File: config.mk
export PLATFORM = sky130hd
export DESIGN_NAME = byteena_reg_arbiter
export DESIGN_NICKNAME = d
export VERILOG_FILES = /design/src/rtl/byteena_reg_arbiter.sv
export SDC_FILE = /design/constraint.sdc
export NUM_CORES = 1
export LEC_CHECK = 0
export CAP_MARGIN = 10
export CORE_MARGIN = 5
export CORE_UTILIZATION = 55
export DETAILED_ROUTE_END_ITERATION = 8
export GPL_TIMING_DRIVEN = 1
export PLACE_DENSITY = 0.84
export SYNTH_ARGS = -nofsm -noshare
export SYNTH_HDL_FRONTEND = slang
export SYNTH_SLANG_ARGS = --single-unit
File: constraint.sdc
create_clock -name clk -period 5.21 [get_ports clk]
set_input_delay 1.3025 -clock clk [delete_from_list [all_inputs] [get_ports clk]]
set_output_delay 1.3025 -clock clk [all_outputs]
set_load 0.02 [all_outputs]
File: src/rtl/byteena_reg_arbiter.sv
// Two-port round-robin arbiter in front of a small byte-enabled register bank.
// One access commits per cycle; reads return registered data one cycle after grant.
module byteena_reg_arbiter #(
    parameter int DATA_W = 16,
    parameter int BE_W   = DATA_W / 8,
    parameter int DEPTH  = 4,
    parameter int AW     = 2,
    parameter int CNT_W  = 8
) (
    input  logic              clk,
    input  logic              resetn,
    input  logic              a_req,
    input  logic              a_we,
    input  logic [AW-1:0]     a_addr,
    input  logic [BE_W-1:0]   a_be,
    input  logic [DATA_W-1:0] a_wdata,
    output logic              a_gnt,
    output logic              a_rvalid,
    output logic [DATA_W-1:0] a_rdata,
    input  logic              b_req,
    input  logic              b_we,
    input  logic [AW-1:0]     b_addr,
    input  logic [BE_W-1:0]   b_be,
    input  logic [DATA_W-1:0] b_wdata,
    output logic              b_gnt,
    output logic              b_rvalid,
    output logic [DATA_W-1:0] b_rdata,
    output logic [CNT_W-1:0]  coll_cnt
);

    typedef enum logic {GNT_A, GNT_B} port_e;

    port_e             last_gnt;
    logic [DATA_W-1:0] mem [DEPTH];

    logic              acc_we;
    logic [AW-1:0]     acc_addr;
    logic [BE_W-1:0]   acc_be;
    logic [DATA_W-1:0] acc_wdata;
    logic              acc_in_range;
    logic [DATA_W-1:0] rd_word;

    // Grants are gated by resetn so nothing can commit during the reset cycle.
    always_comb begin
        a_gnt        = resetn & a_req & (~b_req | (last_gnt == GNT_B));
        b_gnt        = resetn & b_req & (~a_req | (last_gnt == GNT_A));
        acc_we       = a_gnt ? a_we    : b_we;
        acc_addr     = a_gnt ? a_addr  : b_addr;
        acc_be       = a_gnt ? a_be    : b_be;
        acc_wdata    = a_gnt ? a_wdata : b_wdata;
        acc_in_range = (32'(acc_addr) < 32'(DEPTH));
        rd_word      = '0;
        if (acc_in_range) begin
            rd_word = mem[acc_addr];
        end
    end

    always_ff @(posedge clk) begin
        if (!resetn) begin
            for (int unsigned i = 0; i < DEPTH; i++) begin
                mem[i] <= '0;
            end
            a_rvalid <= 1'b0;
            b_rvalid <= 1'b0;
            a_rdata  <= '0;
            b_rdata  <= '0;
            last_gnt <= GNT_B;
            coll_cnt <= '0;
        end else begin
            a_rvalid <= a_gnt & ~a_we;
            b_rvalid <= b_gnt & ~b_we;
            if (a_gnt & ~a_we) begin
                a_rdata <= rd_word;
            end
            if (b_gnt & ~b_we) begin
                b_rdata <= rd_word;
            end
            if (a_gnt) begin
                last_gnt <= GNT_A;
            end else if (b_gnt) begin
                last_gnt <= GNT_B;
            end
            if (a_req && b_req && (coll_cnt != '1)) begin
                coll_cnt <= coll_cnt + 1'b1;
            end
            if ((a_gnt | b_gnt) && acc_we && acc_in_range) begin
                for (int unsigned i = 0; i < BE_W; i++) begin
                    if (acc_be[i]) begin
                        mem[acc_addr][8*i +: 8] <= acc_wdata[8*i +: 8];
                    end
                end
            end
        end
    end

endmodule

# Yosys cells after proc, flatten, opt, wreduce, memory -nomap -nowiden
# Memories as Yosys holds them, arrays and structs flattened.
# Cells that the tools add are included.
[word_totals] reg_bits=43 ramBits=64 inputBits=46 output_inout_bits=44 word_cells=46 n_memories=1
[classes] n_addsub=1 eq_ne=1 n_mux=18 bitwise_logic=14 reduce_logical=5
[mem_list] memory="mem" words=4 width=16 rd=1 rd_clocked_by_memory_dff=0 write_ports=4 line_no="34" rtl="logic [DATA_W-1:0] mem [DEPTH];"
[op_table] op="$mux 16" n=2
[op_table] op="$reduce_or 16->1" n=1
[op_table] op="$mux 1" n=12
[op_table] op="$add 8x1->8 const B" n=1
[op_table] op="$mux 2" n=4
[op_table] op="$ne 8x8->1 const B" n=1
[op_table] op="$and 1x1->1" n=6
[op_table] op="$not 1->1" n=5
[op_table] op="$logic_and 1x1->1" n=3
[op_table] op="$or 1x1->1" n=3
[op_table] op="$reduce_bool 2->1" n=1

# Longest topological paths before layout
# Gate-level depths: netlist of run 1.
[depth] depth_word=10 ltp_mapped=8 depth_no_buf=6

# Worst setup path before layout of run 1
# OpenSTA, ideal clock, no wires.
[synth_timing] path_type="in2out" from="in resetn" to="out a_gnt" arrival_time_ns=2.106 required_time_ns=3.908 path_slack_ns=1.802 stages=4 n_path_buf=1 cell_sequence="and2_4 -> nand2_4 -> clkinv_1 -> clkbuf_1"
[synth_via] elab_chain_len=2
[synth_lines] element="start, declared" line_no="11" rtl="input logic resetn,"
[synth_lines] element="$and 1x1->1 (2 in a row)" line_no="45" rtl="a_gnt = resetn & a_req & (~b_req | (last_gnt == GNT_B));"
[synth_lines] element="end, declared" line_no="17" rtl="output logic a_gnt,"
# Every way passes these cells.

# Worst setup path in the final report of run 1
# Ends and elaborated chain as after synthesis.

==> impl_metrics.json, run 1 <==
{
  "n_fill_cell": 721,
  "netlist_area_um2": 5410,
  "clkTransAtPathRegs_ns": 0.10,
  "synth_fp_nets": 527,
  "synthArstFlopShare": 0,
  "yosys-top-cells-count": "edfxtp_1, nand2_1, nor3_1",
  "p_total_mw": 1.74,
  "holdWs_ns": 0.487,
  "grt_pass1_wl_mm": 21.3,
  "cts_htree_levels": 3,
  "io-pin-count": 90,
  "placed_area_um2": 6410,
  "fin_ws_ns": 0.863,
  "wl_per_cell_um": 18.9,
  "outcome": "complete, no violations",
  "root_buffer": "clkbuf_8",
  "antenna_found_initial": 0,
  "final_util": 0.682,
  "r2r-start": "last_gnt",
  "cts_tree": "built",
  "reg2reg_depth": 7,
  "setup_viol": 0,
  "post_cts_buffers": 0,
  "vias_per_cell": 6.03,
  "reg2reg_to": "a_rdata[2]",
  "endpoint_kind": "output pin",
  "final_cell_area_um2": 6600,
  "syn2layout_area_growth_pct": 22.0,
  "yosysSeqAreaShare": 0.514,
  "crit_type": "input port to output pin",
  "critPathBufInv": 4,
  "fin_tns_setup_ns": 0,
  "cts_buffer_depth": 2,
  "n_antenna_cell": 0,
  "finalNonFillerCells": 697,
  "worstMarginPinSlew_ns": 0.996,
  "slew_headroom": 0.334,
  "vias": 4206,
  "ys_seq_elements": 107,
  "nNetsFinal": 606,
  "ys.warnings.count": 0,
  "fin_worst_skew_ns": 0.0136,
  "dieArea_um2": 11900,
  "regToRegSetupSlack_ns": 2.37,
  "rsz0062_at_grt": "false",
  "cpMaxStageDelayCell": "clkdlybuf4s50_1",
  "hp-class": "register to register",
  "arrival_ns": 3.04,
  "met1_usage": 0.348,
  "die_width_um": 109,
  "cts_sinks": 107,
  "synth_most_common_cell": "edfxtp_1",
  "post-place-cells": 681,
  "die_y_um": 109,
  "cp_cell_sequence": "clkdlybuf4s50_1, buf_4, and2_4, nand2_4, clkinv_1, clkdlybuf4s50_1",
  "ant_nets": 0,
  "hold_start": "a_rdata[4]",
  "startpoint_type": "input port",
  "max_stage_delay_ns": 0.61,
  "period_share": 0.834,
  "max_freq_ghz": 0.230,
  "cp_data_required_time_ns": 3.91,
  "grtUsageMet2": 0.334,
  "gp_congestion": 0.876,
  "top_usage_layer": "met1",
  "maxCapViolations": 0,
  "hold_buffers": 0,
  "final_max_slew_viol_count": 0,
  "drive_above_1_share": 0.0833,
  "peakVddDrop_uv": 141,
  "holdPathEnd": "a_rdata[4]",
  "first_pass_iters": 6,
  "post-place-ws_ns": 0.845,
  "clock_latency_ns": 0.38,
  "crit_path_frequent_cell": "clkdlybuf4s50_1",
  "rows": 36,
  "synthCells": 480,
  "io_buffer_count": 89,
  "grt_pass1_vias": 4106,
  "core_um2": 9680,
  "drt-total-wl_mm": 13.2,
  "hpwl_mm": 9.67,
  "hold_violations": 0,
  "grt_max_degree": 65,
  "cts_resized": 0,
  "cts_buffers": 9,
  "crit_fanout": 15,
  "yosysTopAreaCell": "edfxtp_1",
  "hold_depth": 1,
  "postSynthAreaPerCell_um2": 11.3,
  "power.leakage_nw": 2.33,
  "yosys-top-cells-area": "edfxtp_1, dfxtp_1, mux2i_1, mux4_1, nor3_1",
  "drt_iter0_drc": 340,
  "yosysTopAreaCellShare": 0.355,
  "grt_usage": 0.232,
  "multi_input_area_um2": 2470,
  "crit_family": "buffers and inverters",
  "synth_edf_count": 64,
  "synth_cell_types": 49,
  "ff_latch_area_um2": 2780,
  "remaining_drc_errors": 0,
  "use_met3": 0.0491,
  "power.density_nw_per_um2": 264,
  "synth_ff_type": "edfxtp_1",
  "overflow": 0,
  "start_util": 0.559,
  "finalCriticalPeriod_ns": 4.35
}
==> where the power goes <==
| group | switching, mW | internal (mW) |
|---|---|---|
| clock | 0.291 | 0.204 |
| combinational | 0.156 | 0.128 |
| sequential | 0.0298 | 0.936 |
| total | 0.476 | 1.27 |
==> worst max path at each step <==
| stage | cells past startpoint | from | to | slack (ns) |
|---|---|---|---|---|
| after global placement | 6 | resetn | a_gnt | 0.86 |
| after detailed placement | 9 | resetn | a_rdata[9] | 0.84 |
| final | 6 | resetn | a_gnt | 0.86 |
| after CTS | 6 | resetn | a_gnt | 0.86 |
| after global routing | 6 | resetn | a_gnt | 0.81 |
| after floorplan | 4 | resetn | a_gnt | 1.80 |
==> worst reg2reg max path, delay by kind of cell, from the launching register on <==
| family | cells | cell delay (ns) |
|---|---|---|
| compound gates | 1 | 0.19 |
| buf+inv | 2 | 0.66 |
| mux | 2 | 1.12 |
| flops | 1 | 0.35 |
| simple gates | 2 | 0.40 |
==> kinds of logic (layout without fill, tap and decap cells) <==
kind of cell,after synthesis,count (layout),synth area share
AOI/OAI and AO/OA,89,89,0.115
xor gates and xnor gates,6,6,0.00971
adders and majority gates,1,1,0.00231
buffers and inverters,36,120,0.0317
DFF,107,107,0.514
muxes,54,54,0.147
and+or+nand+nor,187,187,0.180
==> cells in the final DEF (no fill, tap or decap), types with 2 or more instances in the layout <==
| cell | synthesis | final |
|---|---|---|
| a21oi_1 | 31 | 31 |
| a22o_1 | 15 | 15 |
| a41o_1 | 2 | 2 |
| buf_4 | 0 | 8 |
| clkbuf_8 | 0 | 11 |
| clkdlybuf4s50_1 | 0 | 89 |
| clkinv_4 | 0 | 2 |
| dfxtp_1 | 43 | 43 |
| edfxtp_1 | 64 | 64 |
| inv_1 | 5 | 5 |
| mux2_2 | 2 | 2 |
| mux2i_1 | 35 | 35 |
| mux2i_4 | 2 | 2 |
| mux4_1 | 10 | 10 |
| mux4_2 | 5 | 5 |
| nand2_1 | 59 | 59 |
| nand2b_1 | 28 | 28 |
| nand3_1 | 4 | 4 |
| nand4_1 | 3 | 3 |
| nand4_4 | 3 | 3 |
| nor2_1 | 27 | 27 |
| nor3_1 | 50 | 50 |
| nor3_2 | 3 | 3 |
| o211ai_1 | 29 | 29 |
| o21ai_0 | 2 | 2 |
| o221ai_1 | 2 | 2 |
| xnor2_1 | 5 | 5 |
==> per-layer routing <==
| layer | wire [um] | vias to the layer above |
|---|---|---|
| li1 | - | 1971 |
| met1 | 5850 | 1996 |
| met2 | 5720 | 220 |
| met3 | 1410 | 19 |
| met4 | 210 | 0 |
| met5 | 0 | - |
==> layout make-up <==
type                       instances  area share
tap                              133      0.0252
sequential                       107       0.422
multi-input combinational        337       0.374
inverter                           6     0.00341
clock buffer                      12      0.0235
timing repair buffer              98       0.147
clock inverter                     4     0.00512
==> state kept, by name, summed over array words and instances, names as in the netlist <==
signal and count:
coll_cnt 8, a_rdata 16, b_rvalid 1, a_rvalid 1
last_gnt 1, mem 64, b_rdata 16
No activity file was read; power rests on OpenSTA's default activity.
==> inputs of run 2 (changes only) <==
--- a/config.mk
+++ b/config.mk
@@ -7,10 +7,10 @@
 export LEC_CHECK = 0
 export CAP_MARGIN = 10
 export CORE_MARGIN = 5
-export CORE_UTILIZATION = 55
+export CORE_UTILIZATION = 48
 export DETAILED_ROUTE_END_ITERATION = 8
 export GPL_TIMING_DRIVEN = 1
-export PLACE_DENSITY = 0.84
+export PLACE_DENSITY = 0.78
 export SYNTH_ARGS = -nofsm -noshare
 export SYNTH_HDL_FRONTEND = slang
 export SYNTH_SLANG_ARGS = --single-unit
==> constraint.sdc (replaced) <==
create_clock -name clk -period 3.8 [get_ports clk]
set_input_delay 0.95 -clock clk [delete_from_list [all_inputs] [get_ports clk]]
set_output_delay 0.95 -clock clk [all_outputs]
set_load 0.02 [all_outputs]
==> run 2 against run 1 <==
Net effect:
- largest cell class unchanged
- sequential cell count stayed put
- sequential share of layout area fell by 1.1 points
- clock skew is 0.0046 ns lower
- setup slack worse by 0.63 ns
- register-to-register slack worse by 1.0 ns
- worst hold slack got worse by 0.0094 ns
- cell count up 2.0%
- sequential power up 38%
- core utilization decreased by 6.1 points
- total power increased by 54%
- die area rose by 13%
- clock power is 95% higher
==> impl_metrics.json, run 2 (synthesis results as in run 1) <==
{
  "cpMaxStageDelayCell": "clkdlybuf4s50_1",
  "die_width_um": 116,
  "hpwl_mm": 9.85,
  "ff_latch_area_um2": 2780,
  "crit_fanout": 4,
  "post_cts_buffers": 0,
  "drive_above_1_share": 0.0963,
  "holdWs_ns": 0.477,
  "power.density_nw_per_um2": 396,
  "fin_tns_setup_ns": 0,
  "antenna_found_initial": 0,
  "max_freq_ghz": 0.280,
  "top_register": "mem",
  "slew_headroom": 0.494,
  "outcome": "complete, no violations",
  "max_stage_delay_ns": 0.61,
  "core_um2": 10900,
  "fin_worst_skew_ns": 0.00900,
  "hold_buffers": 0,
  "root_buffer": "clkbuf_16",
  "vias": 4161,
  "cts_resized": 0,
  "hp-class": "register to register",
  "drt_iter0_drc": 427,
  "n_fill_cell": 869,
  "multi_input_area_um2": 2470,
  "largest_reg_flops": 64,
  "overflow": 0,
  "vias_per_cell": 5.85,
  "cts_buffer_depth": 2,
  "finalCriticalPeriod_ns": 3.57,
  "crit_type": "input port to output pin",
  "clock_latency_ns": 0.35,
  "cp_data_required_time_ns": 2.85,
  "nNetsFinal": 613,
  "cts_buffers": 9,
  "clkTransAtPathRegs_ns": 0.07,
  "peakVddDrop_uv": 211,
  "dieArea_um2": 13500,
  "grt_max_degree": 34,
  "grt_usage": 0.205,
  "cts_tree": "built",
  "rows": 38,
  "die_y_um": 116,
  "p_total_mw": 2.69,
  "cp_cell_sequence": "clkdlybuf4s50_1, a21boi_0, and2_1, clkdlybuf4s50_1",
  "layout_commonest_cell": "clkdlybuf4s50_1",
  "grt_pass1_vias": 4014,
  "io-pin-count": 90,
  "period_share": 0.940,
  "drt-total-wl_mm": 13.3,
  "final_max_slew_viol_count": 0,
  "io_buffer_count": 89,
  "worstMarginPinSlew_ns": 0.759,
  "n_antenna_cell": 0,
  "crit_path_frequent_cell": "clkdlybuf4s50_1",
  "remaining_drc_errors": 0,
  "maxCapViolations": 0,
  "cts_htree_levels": 3,
  "layout_common_cells": "clkdlybuf4s50_1, edfxtp_1, nand2_1",
  "regToRegSetupSlack_ns": 1.34,
  "syn2layout_area_growth_pct": 25.3,
  "grt_pass1_wl_mm": 21.6,
  "gp_congestion": 0.847,
  "hold_violations": 0,
  "wl_per_cell_um": 18.7,
  "arrival_ns": 2.62,
  "endpoint_kind": "output pin",
  "start_util": 0.495,
  "ant_nets": 0,
  "setup_viol": 0,
  "reg_top3": "mem: 64 flops, a_rdata: 16 flops, b_rdata: 16 flops",
  "first_pass_iters": 5,
  "power.leakage_nw": 2.43,
  "post-place-cells": 695,
  "finalNonFillerCells": 711,
  "startpoint_type": "input port",
  "cts_sinks": 107,
  "rsz0062_at_grt": "false"
}
run 2: cell types whose count changed in the layout (fill, tap and decap cells not counted), moves of 2 or more:
| cell | previous run | this run |
|---|---|---|
| clkbuf_16 | 0 | 10 |
| buf_4 | 8 | 15 |
| clkbuf_8 | 11 | 1 |
| clkinv_4 | 2 | 0 |
| inv_8 | 0 | 2 |
run 2: final timing paths:
path | startpoint | end | cells past startpoint
max | b_req | b_gnt | 4
min | a_rdata[14] | a_rdata[14] | 1
max reg2reg | last_gnt | mem[2][9] | 7
min reg2reg | a_rdata[14] | a_rdata[14] | 1
run 2: critical path: cells and delay by family:
family	cells	cell delay [ns]
AND/OR/NAND/NOR	1	0.19
buffers and inverters	2	1.18
AO/OA/AOI/OAI	1	0.31
run 2: cell type report:
class | instances | share of cell area
sequential | 107 | 0.410
multi-input combinational | 337 | 0.364
timing repair buffer | 105 | 0.151
clock buffer | 11 | 0.0389
tap | 140 | 0.0258
clock inverter | 5 | 0.00682
inverter | 6 | 0.00332
run 2: report_power, final:
part	total [mW]	switching (mW)	internal (mW)
Combinational	0.396	0.216	0.180
Sequential	1.33	0.0412	1.28
Clock	0.965	0.447	0.518
run 2: per-stage QoR:
step	setup WS [ns]	util	area, um^2
2_1_floorplan	1.03	-	5410
3_3_place_gp	0.304	0.592	6470
3_5_place_dp	0.245	0.592	6470
4_1_cts	0.240	0.620	6780
5_1_grt	0.0815	0.620	6780
6_report	0.228	0.620	6780
run 2: routing by layer:
layer | vias to the layer above | part of all wire | track usage | wire (um)
met3 | 18 | 0.098 | 0.0508 | 1310
met5 | - | 0 | 0 | 0
met4 | 0 | 0.011 | 0.0495 | 147
li1 | 1984 | - | - | -
met2 | 220 | 0.45 | 0.310 | 5980
met1 | 1939 | 0.44 | 0.300 | 5870
==> inputs of run 3 (changes only) <==
--- a/config.mk
+++ b/config.mk
@@ -10,7 +10,7 @@
 export CORE_UTILIZATION = 48
 export DETAILED_ROUTE_END_ITERATION = 8
 export GPL_TIMING_DRIVEN = 1
-export PLACE_DENSITY = 0.78
+export PLACE_DENSITY = 0.76
 export SYNTH_ARGS = -nofsm -noshare
 export SYNTH_HDL_FRONTEND = slang
 export SYNTH_SLANG_ARGS = --single-unit
==> run 3 against run 2 <==
Net effect:
- global-route usage grew 0.63 points
- combinational power is essentially flat
- sequential share of layout area shrank 0.060 points
==> impl_metrics.json, run 3 (synthesis results as in run 1) <==
{
  "grt_pass1_vias": 4122,
  "power.leakage_nw": 2.43,
  "reg_top3": "mem: 64 flops, a_rdata: 16 flops, b_rdata: 16 flops",
  "crit_type": "input port to output pin",
  "period_share": 0.931,
  "cts_buffer_depth": 2,
  "grt_pass1_wl_mm": 21.8,
  "io_buffer_count": 89,
  "final_max_slew_viol_count": 0,
  "cts_resized": 0,
  "grt_usage": 0.212,
  "crit_fanout": 4,
  "ant_nets": 0,
  "cts_tree": "built",
  "hpwl_mm": 10.1,
  "slew_headroom": 0.435,
  "clock_latency_ns": 0.35,
  "endpoint_kind": "output pin",
  "start_util": 0.495,
  "peakVddDrop_uv": 237,
  "core_um2": 10900,
  "top_layer_used": "met4",
  "setup_viol": 0,
  "drive_above_1_share": 0.0979,
  "clkTransAtPathRegs_ns": 0.07,
  "route.met3.wl_mm": 1.34,
  "dieArea_um2": 13500,
  "post_cts_buffers": 0,
  "top_register": "mem",
  "cts_buffers": 9,
  "worstMarginPinSlew_ns": 0.844,
  "cts_htree_levels": 3,
  "cp_data_required_time_ns": 2.85,
  "arrival_ns": 2.59,
  "fin_worst_skew_ns": 0.00423,
  "vias_per_cell": 6.01,
  "syn2layout_area_growth_pct": 25.5,
  "die_width_um": 116,
  "drt-total-wl_mm": 13.6,
  "grt_max_degree": 33,
  "vias": 4282,
  "wl_per_cell_um": 19.2,
  "outcome": "complete, no violations",
  "hold_buffers": 0,
  "drt_iter0_drc": 569,
  "layout_commonest_cell": "clkdlybuf4s50_1",
  "overflow": 0,
  "maxCapViolations": 0,
  "dr_wl_met2_mm": 6.01,
  "remaining_drc_errors": 0,
  "ff_latch_area_um2": 2780,
  "hold_violations": 0,
  "first_pass_iters": 7,
  "finalNonFillerCells": 712,
  "post-place-cells": 695,
  "cp_cell_sequence": "clkdlybuf4s50_1, a21boi_0, and2_1, clkdlybuf4s50_1",
  "startpoint_type": "input port",
  "n_fill_cell": 896,
  "finalCriticalPeriod_ns": 3.54,
  "n_antenna_cell": 0,
  "layout_common_cells": "clkdlybuf4s50_1, edfxtp_1, nand2_1",
  "rsz0062_at_grt": "false",
  "hp-class": "register to register",
  "nNetsFinal": 614,
  "fin_tns_setup_ns": 0,
  "antenna_found_initial": 0,
  "power.density_nw_per_um2": 400,
  "final_util": 0.621,
  "largest_reg_flops": 64,
  "io-pin-count": 90,
  "met1_length_mm": 5.93,
  "multi_input_area_um2": 2470,
  "gp_congestion": 0.901,
  "rows": 38,
  "cts_sinks": 107,
  "crit_path_frequent_cell": "clkdlybuf4s50_1",
  "cpMaxStageDelayCell": "clkdlybuf4s50_1",
  "root_buffer": "clkbuf_16",
  "max_freq_ghz": 0.283,
  "max_stage_delay_ns": 0.60,
  "die_y_um": 116
}
==> run 3: cell types whose count changed in the layout (fill, tap and decap cells not counted), sizes merged <==
cell and delta:
buf +1, bufinv +1, clkinv +1, clkinvlp +1
inv -3
==> run 3: final cells by class <==
type	instances	area share
clock inverter	5	0.0101
sequential	107	0.410
clock buffer	11	0.0372
multi-input combinational	337	0.364
tap	140	0.0258
inverter	6	0.00331
timing repair buffer	106	0.150
==> run 3: critical path: cells and delay by family <==
family | cells | cell delay [ns]
compound gates | 1 | 0.29
buf+inv | 2 | 1.17
simple gates | 1 | 0.17
==> run 3: per-stage QoR <==
step | worst slack, ns | power [mW] | area, um^2 | hold WS [ns]
after floorplan | 1.03 | 1.58 | 5410 | 0.479
after global placement | 0.293 | 1.73 | 6460 | 0.456
after detailed placement | 0.224 | 1.74 | 6460 | 0.452
after CTS | 0.257 | 2.72 | 6780 | 0.475
after global routing | 0.150 | 2.80 | 6790 | 0.497
final | 0.264 | 2.71 | 6790 | 0.483
==> run 3: layer usage <==
metal  vias up  GRT usage
met1      2023      0.313
met4         0     0.0959
li1       1987          -
met3        25     0.0264
met5         -          0
met2       247      0.313
==> run 3: power breakdown <==
group,switching (mW),leakage [nW],internal (mW)
combinational,0.214,1.27,0.178
sequential,0.0430,1.00,1.28
clock,0.437,0.156,0.558
total,0.694,2.43,2.02
==> run 3: final timing paths <==
kind	from	to	slack (ns)	cells after the start
setup / recovery	b_req	b_gnt	0.26	4
hold / removal	a_rdata[10]	a_rdata[10]	0.48	1
setup reg to reg	last_gnt	a_rdata[1]	1.37	7
hold reg to reg	a_rdata[10]	a_rdata[10]	0.48	1
